### config.mk
export PLATFORM = sky130hd
export DESIGN_NAME = stump_mem_arbiter
export DESIGN_NICKNAME = d
export VERILOG_FILES = /design/src/rtl/stump_mem_arbiter.sv
export SDC_FILE = /design/constraint.sdc
export NUM_CORES = 1
export LEC_CHECK = 0
export ABC_AREA = 1
export ABC_CLOCK_PERIOD_IN_PS = 2200
export BUFFER_PORTS_ARGS = -buffer_cell sky130_fd_sc_hd__buf_4
export CORE_MARGIN = 2
export CORE_UTILIZATION = 50
export DETAILED_ROUTE_END_ITERATION = 8
export PLACE_DENSITY = 0.86
export SLEW_MARGIN = 40
export SYNTH_ARGS = -nofsm -noshare
export SYNTH_HDL_FRONTEND = slang
export SYNTH_SLANG_ARGS = --single-unit
### constraint.sdc
create_clock -name clk -period 2.2 [get_ports clk]
set_input_delay 0.66 -clock clk [delete_from_list [all_inputs] [get_ports clk]]
set_output_delay 0.66 -clock clk [all_outputs]
set_load 0.02 [all_outputs]
### src/rtl/stump_mem_arbiter.sv
// Shares the Stump memory bus between the CPU port and a debug/DMA port.
// Define STUMP_ARB_RR_EN for round-robin grants; default is fixed CPU priority.
module stump_mem_arbiter #(
    parameter int TIMEOUT = 15
) (
    input  logic        clk,
    input  logic        rst,
    input  logic        cpu_req,
    input  logic        cpu_wen,
    input  logic [15:0] cpu_addr,
    input  logic [15:0] cpu_wdata,
    output logic [15:0] cpu_rdata,
    output logic        cpu_ack,
    output logic        cpu_stall,
    input  logic        dbg_req,
    input  logic        dbg_wen,
    input  logic [15:0] dbg_addr,
    input  logic [15:0] dbg_wdata,
    output logic [15:0] dbg_rdata,
    output logic        dbg_ack,
    output logic [15:0] mem_addr,
    output logic [15:0] mem_wdata,
    output logic        mem_ren,
    output logic        mem_wen,
    input  logic [15:0] mem_rdata,
    input  logic        mem_rdy,
    output logic        err
);
    typedef enum logic [1:0] {
        IDLE   = 2'b00,
        ACCESS = 2'b01,
        DONE   = 2'b10
    } state_t;

    localparam logic [3:0] CNT_LAST = 4'(TIMEOUT - 1);

    state_t      state_q, state_d;
    logic [3:0]  cnt_q, cnt_d;
    logic        dbg_win_q, dbg_win_d;
    logic        wr_q, wr_d;
    logic [15:0] addr_q, addr_d;
    logic [15:0] wdata_q, wdata_d;
    logic [15:0] cpu_rdata_q, cpu_rdata_d;
    logic [15:0] dbg_rdata_q, dbg_rdata_d;
    logic        ren_q, ren_d;
    logic        wen_q, wen_d;
    logic        cpu_ack_q, cpu_ack_d;
    logic        dbg_ack_q, dbg_ack_d;
    logic        err_q, err_d;
    logic        grant_dbg;
    logic        finish;

`ifdef STUMP_ARB_RR_EN
    logic last_dbg_q, last_dbg_d;

    // On contention the port that did not win last time goes first.
    assign grant_dbg = dbg_req & (~cpu_req | ~last_dbg_q);

    always_comb begin
        last_dbg_d = last_dbg_q;
        if (state_q == IDLE && (cpu_req || dbg_req)) begin
            last_dbg_d = grant_dbg;
        end
    end

    always_ff @(posedge clk) begin
        if (!rst) begin
            last_dbg_q <= 1'b1;
        end else begin
            last_dbg_q <= last_dbg_d;
        end
    end
`else
    assign grant_dbg = ~cpu_req;
`endif

    always_comb begin
        state_d     = state_q;
        cnt_d       = cnt_q;
        dbg_win_d   = dbg_win_q;
        wr_d        = wr_q;
        addr_d      = addr_q;
        wdata_d     = wdata_q;
        cpu_rdata_d = cpu_rdata_q;
        dbg_rdata_d = dbg_rdata_q;
        ren_d       = 1'b0;
        wen_d       = 1'b0;
        err_d       = 1'b0;
        finish      = 1'b0;
        unique case (state_q)
            IDLE: begin
                if (cpu_req || dbg_req) begin
                    dbg_win_d = grant_dbg;
                    wr_d      = grant_dbg ? dbg_wen : cpu_wen;
                    addr_d    = grant_dbg ? dbg_addr : cpu_addr;
                    wdata_d   = grant_dbg ? dbg_wdata : cpu_wdata;
                    cnt_d     = '0;
                    ren_d     = ~wr_d;
                    wen_d     = wr_d;
                    state_d   = ACCESS;
                end
            end
            ACCESS: begin
                if (mem_rdy) begin
                    if (!wr_q) begin
                        if (dbg_win_q) begin
                            dbg_rdata_d = mem_rdata;
                        end else begin
                            cpu_rdata_d = mem_rdata;
                        end
                    end
                    finish = 1'b1;
                end else if (cnt_q == CNT_LAST) begin
                    // Timed out: read data registers keep their old value.
                    err_d  = 1'b1;
                    finish = 1'b1;
                end else begin
                    cnt_d = cnt_q + 4'd1;
                    ren_d = ~wr_q;
                    wen_d = wr_q;
                end
                if (finish) begin
                    state_d = DONE;
                end
            end
            DONE: begin
                state_d = IDLE;
            end
            default: begin
                state_d = IDLE;
            end
        endcase
        cpu_ack_d = finish & ~dbg_win_q;
        dbg_ack_d = finish & dbg_win_q;
    end

    always_ff @(posedge clk) begin
        if (!rst) begin
            state_q     <= IDLE;
            cnt_q       <= '0;
            dbg_win_q   <= 1'b0;
            wr_q        <= 1'b0;
            addr_q      <= '0;
            wdata_q     <= '0;
            cpu_rdata_q <= '0;
            dbg_rdata_q <= '0;
            ren_q       <= 1'b0;
            wen_q       <= 1'b0;
            cpu_ack_q   <= 1'b0;
            dbg_ack_q   <= 1'b0;
            err_q       <= 1'b0;
        end else begin
            state_q     <= state_d;
            cnt_q       <= cnt_d;
            dbg_win_q   <= dbg_win_d;
            wr_q        <= wr_d;
            addr_q      <= addr_d;
            wdata_q     <= wdata_d;
            cpu_rdata_q <= cpu_rdata_d;
            dbg_rdata_q <= dbg_rdata_d;
            ren_q       <= ren_d;
            wen_q       <= wen_d;
            cpu_ack_q   <= cpu_ack_d;
            dbg_ack_q   <= dbg_ack_d;
            err_q       <= err_d;
        end
    end

    assign cpu_rdata = cpu_rdata_q;
    assign cpu_ack   = cpu_ack_q;
    assign cpu_stall = cpu_req & ~cpu_ack_q;
    assign dbg_rdata = dbg_rdata_q;
    assign dbg_ack   = dbg_ack_q;
    assign mem_addr  = addr_q;
    assign mem_wdata = wdata_q;
    assign mem_ren   = ren_q;
    assign mem_wen   = wen_q;
    assign err       = err_q;

endmodule
After elaboration in Yosys (flattened, before gate mapping) --
Index checks and enable logic that the tools add are counted.
Word-level totals: register bits 77, bits in latches 0, memory bits (writable) 0, ROM bits 0, output and inout bits 70, word-level logic and storage cells 61, memories 0
Cells by class: $add $sub $neg 1, $mul 0, div/mod/pow operators 0, order comparisons 0, equality and inequality tests 6, shift-type cells 0, mux-type cells 22, bitwise operators 10, reductions and logical operators 9
Operators with widths (number):
- 16-bit two-way mux | 2
- 4-bit two-way mux | 3
- 4-bit AND reduction | 3
- 1-bit two-way mux | 11
- 2-bit != test, second input constant | 4
- 4-bit case mux with 2 select lines | 1
- 1-bit inverter | 7
- 4-bit by 1-bit adder with 4-bit output, second input constant | 1
- 4-bit == test, second input constant | 1
- 2-bit two-way mux | 2
- 1-bit case mux with 2 select lines | 2
- 2-bit case mux with 2 select lines | 1
- 2-bit AND reduction | 2
- 1-bit bitwise AND | 3
- 3-bit OR reduction | 1
- 2-bit by 1-bit == test with 1-bit output, second input constant | 1
- 2-bit zero test | 1
- 2-bit nonzero test | 1
- 1-bit logical OR | 1

Depth between registers and ports, before layout --
Gate-level depths: netlist of the first run.
depth after elaboration 6, mapped depth 10, depth with buffers taken out 8

Worst setup path after synthesis of the first run --
OpenSTA, ideal clock, no wires.
path kind in2out, start input cpu_req, end output cpu_stall, arrival 1.279 ns, required time 1.540 ns, setup slack 0.261 ns, stages 4, buffers on the path 2, path through buf_4 > inv_4 > buf_2 > nor2_1
Between the ends: word-level cells in the longest chain between the ends 1
RTL lines:
- start, declared | line 8 | input logic cpu_req,
- 1-bit bitwise AND | line 171 | assign cpu_stall = cpu_req & ~cpu_ack_q;
- end, declared | line 14 | output logic cpu_stall,
No other way between the ends.

Worst setup path after layout of the first run --
Same ends and word-level chain as after synthesis.

==> results of run 1 <==
==> where the power goes <==
group          switching (W)  internal [W]  leakage (nW)
combinational       0.000445      0.000336          1.59
sequential         0.0000687       0.00150         0.632
clock               0.000518      0.000679         0.113
total                0.00103       0.00252          2.34
==> sequential cells by signal (all words and copies together) (netlist names), 2 cells and up <==
register / cells
cnt_q: 4
cpu_rdata: 16
dbg_rdata: 16
mem_addr: 16
mem_wdata: 16
state_q: 2
==> worst min path at each step <==
stage / start / end / slack [ns] / cells after the start
after floorplan: dbg_win_q / cpu_ack / 0.45 / 1
after global placement: dbg_rdata[12] / dbg_rdata[12] / 0.46 / 2
after detailed placement: mem_wdata[10] / mem_wdata[10] / 0.47 / 2
after CTS: mem_wdata[10] / mem_wdata[10] / 0.49 / 2
after global routing: dbg_rdata[15] / dbg_rdata[15] / 0.51 / 2
final: mem_wdata[10] / mem_wdata[10] / 0.48 / 2
==> final cells by class <==
class,count,area (um^2),area share [%]
repair buffers,161,1210,26.1
multi-input cells,348,1480,32.0
inverters,18,76.3,1.65
flip-flops and latches,77,1540,33.3
clock buffers,10,138,2.97
well taps,77,96.3,2.08
clock inverters,6,93.8,2.02
==> metrics by stage <==
| stage | instances | instance area, um^2 |
|---|---|---|
| 2_1_floorplan | 468 | 3250 |
| 3_3_place_gp | 681 | 4400 |
| 3_5_place_dp | 681 | 4400 |
| 4_1_cts | 697 | 4640 |
| 5_1_grt | 697 | 4640 |
| 6_report | 697 | 4640 |
==> worst reg2reg max path, cell delays in order (launching register included) <==
cell and delay, ns:
dfxtp_1 0.37, nor2_1 0.20, nand2_2 0.10, inv_2 0.40
nand2_1 0.10, a21oi_1 0.17
==> placed cells by master (no fill, tap or decap), drive strengths merged, types with 4 or more instances in the layout <==
master    n
buf     161
nor2    141
nand2   123
dfxtp    77
o21ai    66
inv      19
clkbuf   10
nand3     8
a21oi     4
==> routing by layer <==
layer  track usage, %  part of all wire [%]
met1             27.7                    39
met2             44.6                    48
met3             8.06                   9.6
met4             13.7                   3.6
met5                0                     0
==> cell families after synthesis <==
| kind of cell | Yosys count | share of synthesized area [%] |
|---|---|---|
| AND/OR/NAND/NOR | 275 | 33.8 |
| flip-flops | 77 | 47.4 |
| AO/OA/AOI/OAI | 71 | 11.0 |
| buffers and inverters | 43 | 7.01 |
| adder cells (fa/ha/maj) | 2 | 0.770 |
==> flow_summary_export.csv, run 1 <==
group,metric,value,unit
floorplan,row_count,29,
critical_path,cp.arrival,1.10,ns
sta,slew_headroom,64.9,%
floorplan,placeableCoreArea,6310,um^2
synthesis,synth_cell_type_count,26,
clock_tree,clk_latency,0.35,ns
route,totalWireLength,9.10,mm
sta,fin_crit_sh,80.0,%
min_path,hold_path_class,"flop to flop",
critical_path,critPathMostFrequentCell,"buf_4",
sta,finalCriticalPeriod,1.76,ns
sta,fin_skew,0.00625,ns
synthesis,syn_inst,468,
clock_tree,cts_tree,"yes",
critical_path,reg2reg_to,"mem_wen",
layout,diodes,0,
clock_tree,cts_buffers,9,
synthesis,synthFlopType,"dfxtp_1",
global_route,grt_pass1_wl,14.8,mm
synthesis,synthArstFlopShare,0,%
sta,fin_ws,0.439,ns
floorplan,start_util,51.5,%
critical_path,worst_r2r_path_depth,5,
route,vias,3490,
critical_path,max_stage_delay,0.15,ns
clock_tree,cts-root-buf,"clkbuf_8",
global_route,grt.total_usage,25.7,%
floorplan,die_area,7160,um^2
route,firstDrtPassIters,4,
sta,slew_violations,0,
placement,hpwl,6.89,mm
route,routedWlPerCell,13.1,um
layout,final_net_count,704,
route,ant_nets,0,
synthesis,synth_top_area_share,47.4,%
critical_path,cp_slowest_cell,"buf_4",
clock_tree,clk_pin_slew,0.07,ns
critical_path,cp_top_family,"buffers and inverters",
clock_tree,postCtsSetupBuffers,0,
power_and_ir_drop,ir_worst_vdd,495,uV
critical_path,crit_path_end,"cpu_stall",
global_route,grt_max_degree,50,
clock_tree,cts.sinks,77,
synthesis,syn-num-nets,557,
clock_tree,max-clock-path-buffers,2,
layout,fill_cells,506,
run_status,status,"completed",
synthesis,ys_warn_count,0,
sta,rsz0062_at_grt,"no",
critical_path,critPathKind,"primary input to output pin",
floorplan,die_h,84.6,um
power_and_ir_drop,powerDensity,766,nW/um^2
synthesis,synth-edff-count,0,
clock_tree,htree_levels,3,
sta,setup-violations-final,0,
clock_tree,cts_hold_buf,0,
synthesis,yosys.area.top_type,"dfxtp_1",
synthesis,postSynthRegisterBits,77,
critical_path,path_depth,4,
global_route,grt_pass1_vias,3403,
critical_path,required,1.54,ns
layout,syn_to_final_growth,42.6,%
sta,whs,0.485,ns
floorplan,die_w,84.6,um
layout,fin_util,73.4,%
sta,tightestPinTransition,0.525,ns
critical_path,endpoint_kind,"output pin",
clock_tree,post_cts_resized,0,
critical_path,critical_path_buf_inv_count,3,
route,drcViolationCount,0,
sta,fin_tns_setup,0,ns
synthesis,synthTopCellsByCount,"139 x nor2_1, 122 x nand2_1, 77 x dfxtp_1",
global_route,antenna_found_initial,0,
synthesis,ys_top_cells_by_area,"dfxtp_1 47%, nor2_1 16%, nand2_1 14%",
placement,place_congestion,0.828,
critical_path,startpoint,"cpu_req",
placement,port_buffers,156,
route,avgViaCountPerCell,5.01,
sta,clock.fmax,0.568,GHz
critical_path,setup.worst_path.start_class,"primary input",
global_route,grt_overflow,0,
layout,drive_above_1_share,30.2,%
power_and_ir_drop,leakagePower,2.34,nW
route,dr.first_iter.drc_count,105,
critical_path,worstPathCellList,"buf_4 > inv_4 > nor2_1 > buf_4",
sta,hold_violations,0,
critical_path,r2r-start,"state_q[1]",
placement,dp_slack,0.439,ns
synthesis,syn_area,3250,um^2
synthesis,synth.most_common_cell,"nor2_1",
critical_path,cp_max_fo,12,
synthesis,postSynthAreaPerCell,6.95,um^2
power_and_ir_drop,fin_total_pwr,0.00355,W
critical_path,ff2ff_setup_slack,0.79,ns
job,max_cap_viol_count,0,
floorplan,ios,157,
synthesis,yosysSeqAreaShare,47.4,%
No activity file was read; power rests on OpenSTA's default activity.
==> run 2, diff against run 1 <==
Settings changed: ABC_CLOCK_PERIOD_IN_PS 2200 to 1450, CORE_UTILIZATION 50 to 42, PLACE_DENSITY 0.86 to 0.77.
Clock period 2.2 ns to 1.45 ns, I/O delays scaled along.
==> flow_summary_export.csv, run 2 (synthesis results as in run 1) <==
group,metric,value,unit
global_route,grt_pass1_vias,3171,
global_route,grt_overflow,0,
sta,slew_violations,0,
job,max_cap_viol_count,0,
route,routedWlPerCell,11.7,um
sta,hold_violations,0,
critical_path,startpoint,"cpu_ack",
critical_path,endpoint_kind,"output pin",
floorplan,die_h,92.0,um
clock_tree,clk_pin_slew,0.07,ns
sta,fin_tns_setup,0,ns
floorplan,ios,157,
floorplan,die_area,8460,um^2
clock_tree,max-clock-path-buffers,2,
sta,clock.fmax,0.708,GHz
clock_tree,cts-root-buf,"clkbuf_8",
route,dr.first_iter.drc_count,76,
route,firstDrtPassIters,4,
power_and_ir_drop,leakagePower,2.37,nW
run_status,status,"completed",
power_and_ir_drop,ir_worst_vdd,517,uV
sta,fin_ws,0.0385,ns
route,totalWireLength,8.50,mm
clock_tree,postCtsSetupBuffers,0,
critical_path,ff2ff_setup_slack,0.18,ns
power_and_ir_drop,powerDensity,1080,nW/um^2
route,ant_nets,0,
layout,mostFrequentLayoutCells,"167 x buf_4, 138 x nor2_1, 122 x nand2_1",
sta,slew_headroom,83.3,%
critical_path,reg2reg_to,"dbg_rdata[6]",
route,avgViaCountPerCell,4.69,
floorplan,start_util,42.7,%
critical_path,r2r-start,"state_q[0]",
min_path,holdCritStartpoint,"mem_rdata[2]",
route,drcViolationCount,0,
floorplan,placeableCoreArea,7610,um^2
critical_path,cp.arrival,0.98,ns
sta,fin_crit_sh,97.3,%
layout,diodes,0,
critical_path,setup.worst_path.start_class,"flop",
critical_path,cp_max_fo,2,
clock_tree,cts_tree,"yes",
power_and_ir_drop,fin_total_pwr,0.00510,W
clock_tree,post_cts_resized,0,
global_route,grt_pass1_wl,14.0,mm
floorplan,row_count,32,
min_path,hold_path_class,"primary input to flop",
global_route,antenna_found_initial,0,
layout,final_net_count,712,
clock_tree,htree_levels,3,
placement,hpwl,6.74,mm
sta,finalCriticalPeriod,1.41,ns
placement,place_congestion,0.837,
clock_tree,clk_latency,0.33,ns
clock_tree,cts_hold_buf,0,
sta,rsz0062_at_grt,"no",
placement,port_buffers,156,
critical_path,worst_r2r_path_depth,6,
route,vias,3417,
global_route,grt_max_degree,32,
sta,tightestPinTransition,0.250,ns
critical_path,crit_path_end,"cpu_stall",
layout,final_common_cell,"buf_4",
layout,syn_to_final_growth,44.9,%
global_route,grt.total_usage,20.5,%
critical_path,required,1.02,ns
critical_path,critPathKind,"flop to output pin",
clock_tree,cts.sinks,77,
clock_tree,cts_buffers,9,
layout,drive_above_1_share,31.0,%
layout,fin_area,4710,um^2
floorplan,die_w,92.0,um
sta,fin_skew,0.00643,ns
sta,setup-violations-final,0,
layout,fin_util,61.9,%
placement,place_area,4520,um^2
layout,fill_cells,707,
placement,dp_slack,0.0769,ns
==> run 2: critical path, stage by stage (launching register included) <==
cell and delay (ns):
dfxtp_1 0.35, nor2_2 0.14, buf_4 0.16
==> run 2: routing by layer <==
metal / track usage (%) / wire length [um] / vias up
met5: 0 / 0 / -
met4: 9.20 / 177 / 0
met3: 7.40 / 937 / 15
met2: 34.6 / 3940 / 156
met1: 23.3 / 3450 / 1476
li1: - / - / 1770
==> run 2: area by class of cell <==
class                      instances  area, um^2  area share (%)
timing repair buffer             169        1290            27.5
inverter                          18        76.3            1.62
multi-input combinational        348        1490            31.6
sequential                        77        1540            32.8
clock inverter                     2        35.0           0.744
tap                              102         128            2.71
clock buffer                      12         145            3.08
==> run 2: metrics by stage <==
step	std cells	hold WS (ns)
5_1_grt	728	0.336
3_3_place_gp	714	0.463
2_1_floorplan	468	0.445
6_report	728	0.351
3_5_place_dp	714	0.473
4_1_cts	728	0.334
==> run 2: power by group <==
part | total [W] | internal [W] | switching [W]
registers | 0.00238 | 0.00228 | 0.0000980
clock network | 0.00152 | 0.000823 | 0.000697
logic | 0.00120 | 0.000546 | 0.000658
total | 0.00510 | 0.00365 | 0.00145
==> run 2: worst min-delay path by stage <==
stage | to | cells after the start
5_1_grt | cpu_rdata[12] | 3
3_5_place_dp | cpu_rdata[8] | 2
3_3_place_gp | mem_wdata[8] | 2
2_1_floorplan | cpu_ack | 1
6_report | dbg_rdata[2] | 3
4_1_cts | cpu_rdata[10] | 3
==> run 3, diff against run 2 <==
--- a/config.mk
+++ b/config.mk
@@ -14,3 +14,3 @@
 export PLACE_DENSITY = 0.77
-export SLEW_MARGIN = 40
+export SLEW_MARGIN = 20
 export SYNTH_ARGS = -nofsm -noshare
==> constraint.sdc (replaced) <==
create_clock -name clk -period 1.45 [get_ports clk]
set_input_delay 0.29 -clock clk [delete_from_list [all_inputs] [get_ports clk]]
set_output_delay 0.29 -clock clk [all_outputs]
set_load 0.02 [all_outputs]
==> flow_summary_export.csv, run 3 (synthesis results as in run 1) <==
group,metric,value,unit
layout,final_cells,726,
critical_path,setup.worst_path.start_class,"flop",
min_path,hold_path_class,"primary input to flop",
global_route,grt_overflow,0,
sta,setup-violations-final,0,
layout,drive_above_1_share,31.1,%
sta,tightestPinTransition,0.294,ns
critical_path,reg2reg_to,"mem_wdata[10]",
clock_tree,clk_pin_slew,0.08,ns
clock_tree,max-clock-path-buffers,2,
critical_path,critPathKind,"flop to flop",
placement,hpwl,6.62,mm
clock_tree,cts-root-buf,"clkbuf_8",
route,drcViolationCount,0,
floorplan,row_count,32,
sta,hold_violations,0,
route,vias,3397,
placement,dpl.cell_count,709,
clock_tree,cts_tree,"yes",
floorplan,die_area,8460,um^2
route,avgViaCountPerCell,4.68,
floorplan,die_w,92.0,um
sta,fin_tns_setup,0,ns
critical_path,worst_r2r_path_depth,6,
sta,fin_skew,0.00831,ns
power_and_ir_drop,powerDensity,1140,nW/um^2
critical_path,critPathMostFrequentCell,"nor2_1",
route,routedWlPerCell,11.9,um
power_and_ir_drop,p_switching,0.00154,W
sta,slew_violations,0,
route,dr.first_iter.drc_count,110,
critical_path,r2r-start,"state_q[1]",
job,max_cap_viol_count,0,
global_route,grt_max_degree,46,
clock_tree,clk_latency,0.34,ns
critical_path,required,1.72,ns
clock_tree,htree_levels,3,
critical_path,cp_slowest_cell,"dfxtp_1",
global_route,antenna_found_initial,0,
run_status,status,"completed",
critical_path,ff2ff_setup_slack,0.14,ns
critical_path,max_stage_delay,0.38,ns
sta,slew_headroom,80.4,%
critical_path,cp.arrival,1.58,ns
clock_tree,cts_buffers,9,
placement,place_congestion,0.863,
placement,port_buffers,156,
layout,mostFrequentLayoutCells,"162 x buf_4, 139 x nor2_1, 122 x nand2_1",
power_and_ir_drop,p_int,0.00388,W
layout,fill_cells,699,
sta,rsz0062_at_grt,"no",
global_route,grt.total_usage,20.7,%
power_and_ir_drop,p_seq_share,44.0,%
layout,diodes,0,
sta,finalCriticalPeriod,1.31,ns
route,firstDrtPassIters,4,
power_and_ir_drop,leakagePower,2.37,nW
power_and_ir_drop,p_comb_share,22.2,%
floorplan,placeableCoreArea,7610,um^2
critical_path,cp_max_fo,23,
floorplan,die_h,92.0,um
layout,syn_to_final_growth,46.2,%
floorplan,ios,157,
global_route,grt_pass1_vias,3212,
power_and_ir_drop,clkPwrFrac,33.9,%
layout,final_common_cell,"buf_4",
global_route,grt_pass1_wl,14.2,mm
route,ant_nets,0,
critical_path,worstPathCellList,"nor2_1 > nand2_4 > inv_2 > buf_4 > nor2_1 > nor2_1",
critical_path,startpoint,"state_q[1]",
sta,clock.fmax,0.765,GHz
floorplan,start_util,42.7,%
critical_path,endpoint_kind,"flop",
layout,final_net_count,708,
sta,fin_crit_sh,90.2,%
power_and_ir_drop,switching_share,28.4,%
critical_path,crit_path_end,"mem_wdata[10]",
clock_tree,cts.sinks,77,
route,totalWireLength,8.66,mm
power_and_ir_drop,ir_worst_vdd,462,uV
==> run 3: changes by cell type in the layout (fill, tap and decap cells not counted), sizes merged <==
cell	delta
clkbuf	-1
clkinv	-1
bufinv	+1
clkinvlp	+3
buf	-4
==> run 3: power groups by stage <==
stage / combinational [W] / clock [W] / sequential, W
3_3_place_gp: 0.00118 / 0 / 0.00242
3_5_place_dp: 0.00120 / 0 / 0.00243
6_report: 0.00120 / 0.00184 / 0.00238
2_1_floorplan: 0.000479 / 0 / 0.00260
5_1_grt: 0.00133 / 0.00195 / 0.00240
4_1_cts: 0.00120 / 0.00187 / 0.00238
==> run 3: layout make-up <==
cell class              count  area [um^2]  share of cell area, %
well taps                 102          128                   2.68
repair buffers            165         1280                   26.8
multi-input cells         348         1500                   31.5
inverters                  18         76.3                   1.61
flip-flops and latches     77         1540                   32.5
clock inverters             5         82.6                   1.74
clock buffers              11          151                   3.19
==> run 3: worst max-delay path, delay by kind of cell (launching register included) <==
family                 cells  cell delay, ns
and+or+nand+nor            4            0.53
buffers and inverters      2            0.33
DFF                        1            0.38
==> run 3: routing by layer <==
layer  track usage [%]  wire length, um  vias to the layer above
met3              5.75              710                       15
li1                  -                -                     1763
met4              8.58              198                        0
met5                 0                0                        -
met1              23.4             3570                     1478
met2              36.6             4180                      141
==> run 3: how the worst min path moves through the flow <==
stage / startpoint / to / depth (start not counted) / slack (ns)
after floorplan: mem_rdata[10] / dbg_rdata[10] / 2 / 0.44
after global placement: mem_addr[4] / mem_addr[4] / 2 / 0.46
after detailed placement: dbg_win_q / cpu_ack / 1 / 0.47
after CTS: mem_rdata[1] / dbg_rdata[1] / 3 / 0.19
after global routing: mem_rdata[8] / cpu_rdata[8] / 3 / 0.19
final: mem_rdata[1] / dbg_rdata[1] / 3 / 0.19
==> run 3: what timing repair did <==
action | 4_1_cts | 5_1_grt
gates resized for setup | 0 | 4
setup buffers | 0 | 1
hold buffers | 0 | 0
setup endpoints to repair | 0 | 7
hold endpoints to repair | 0 | 0
==> run 3: metrics by stage <==
stage	setup slack (ns)	instance area [um^2]	power [W]	hold slack [ns]	utilization, %
2_1_floorplan	0.251	3250	0.00308	0.436	-
3_3_place_gp	0.104	4480	0.00360	0.464	58.9
3_5_place_dp	0.0804	4480	0.00363	0.469	58.9
4_1_cts	0.0980	4720	0.00545	0.187	62.0
5_1_grt	0.00960	4750	0.00568	0.192	62.5
6_report	0.142	4750	0.00542	0.192	62.5
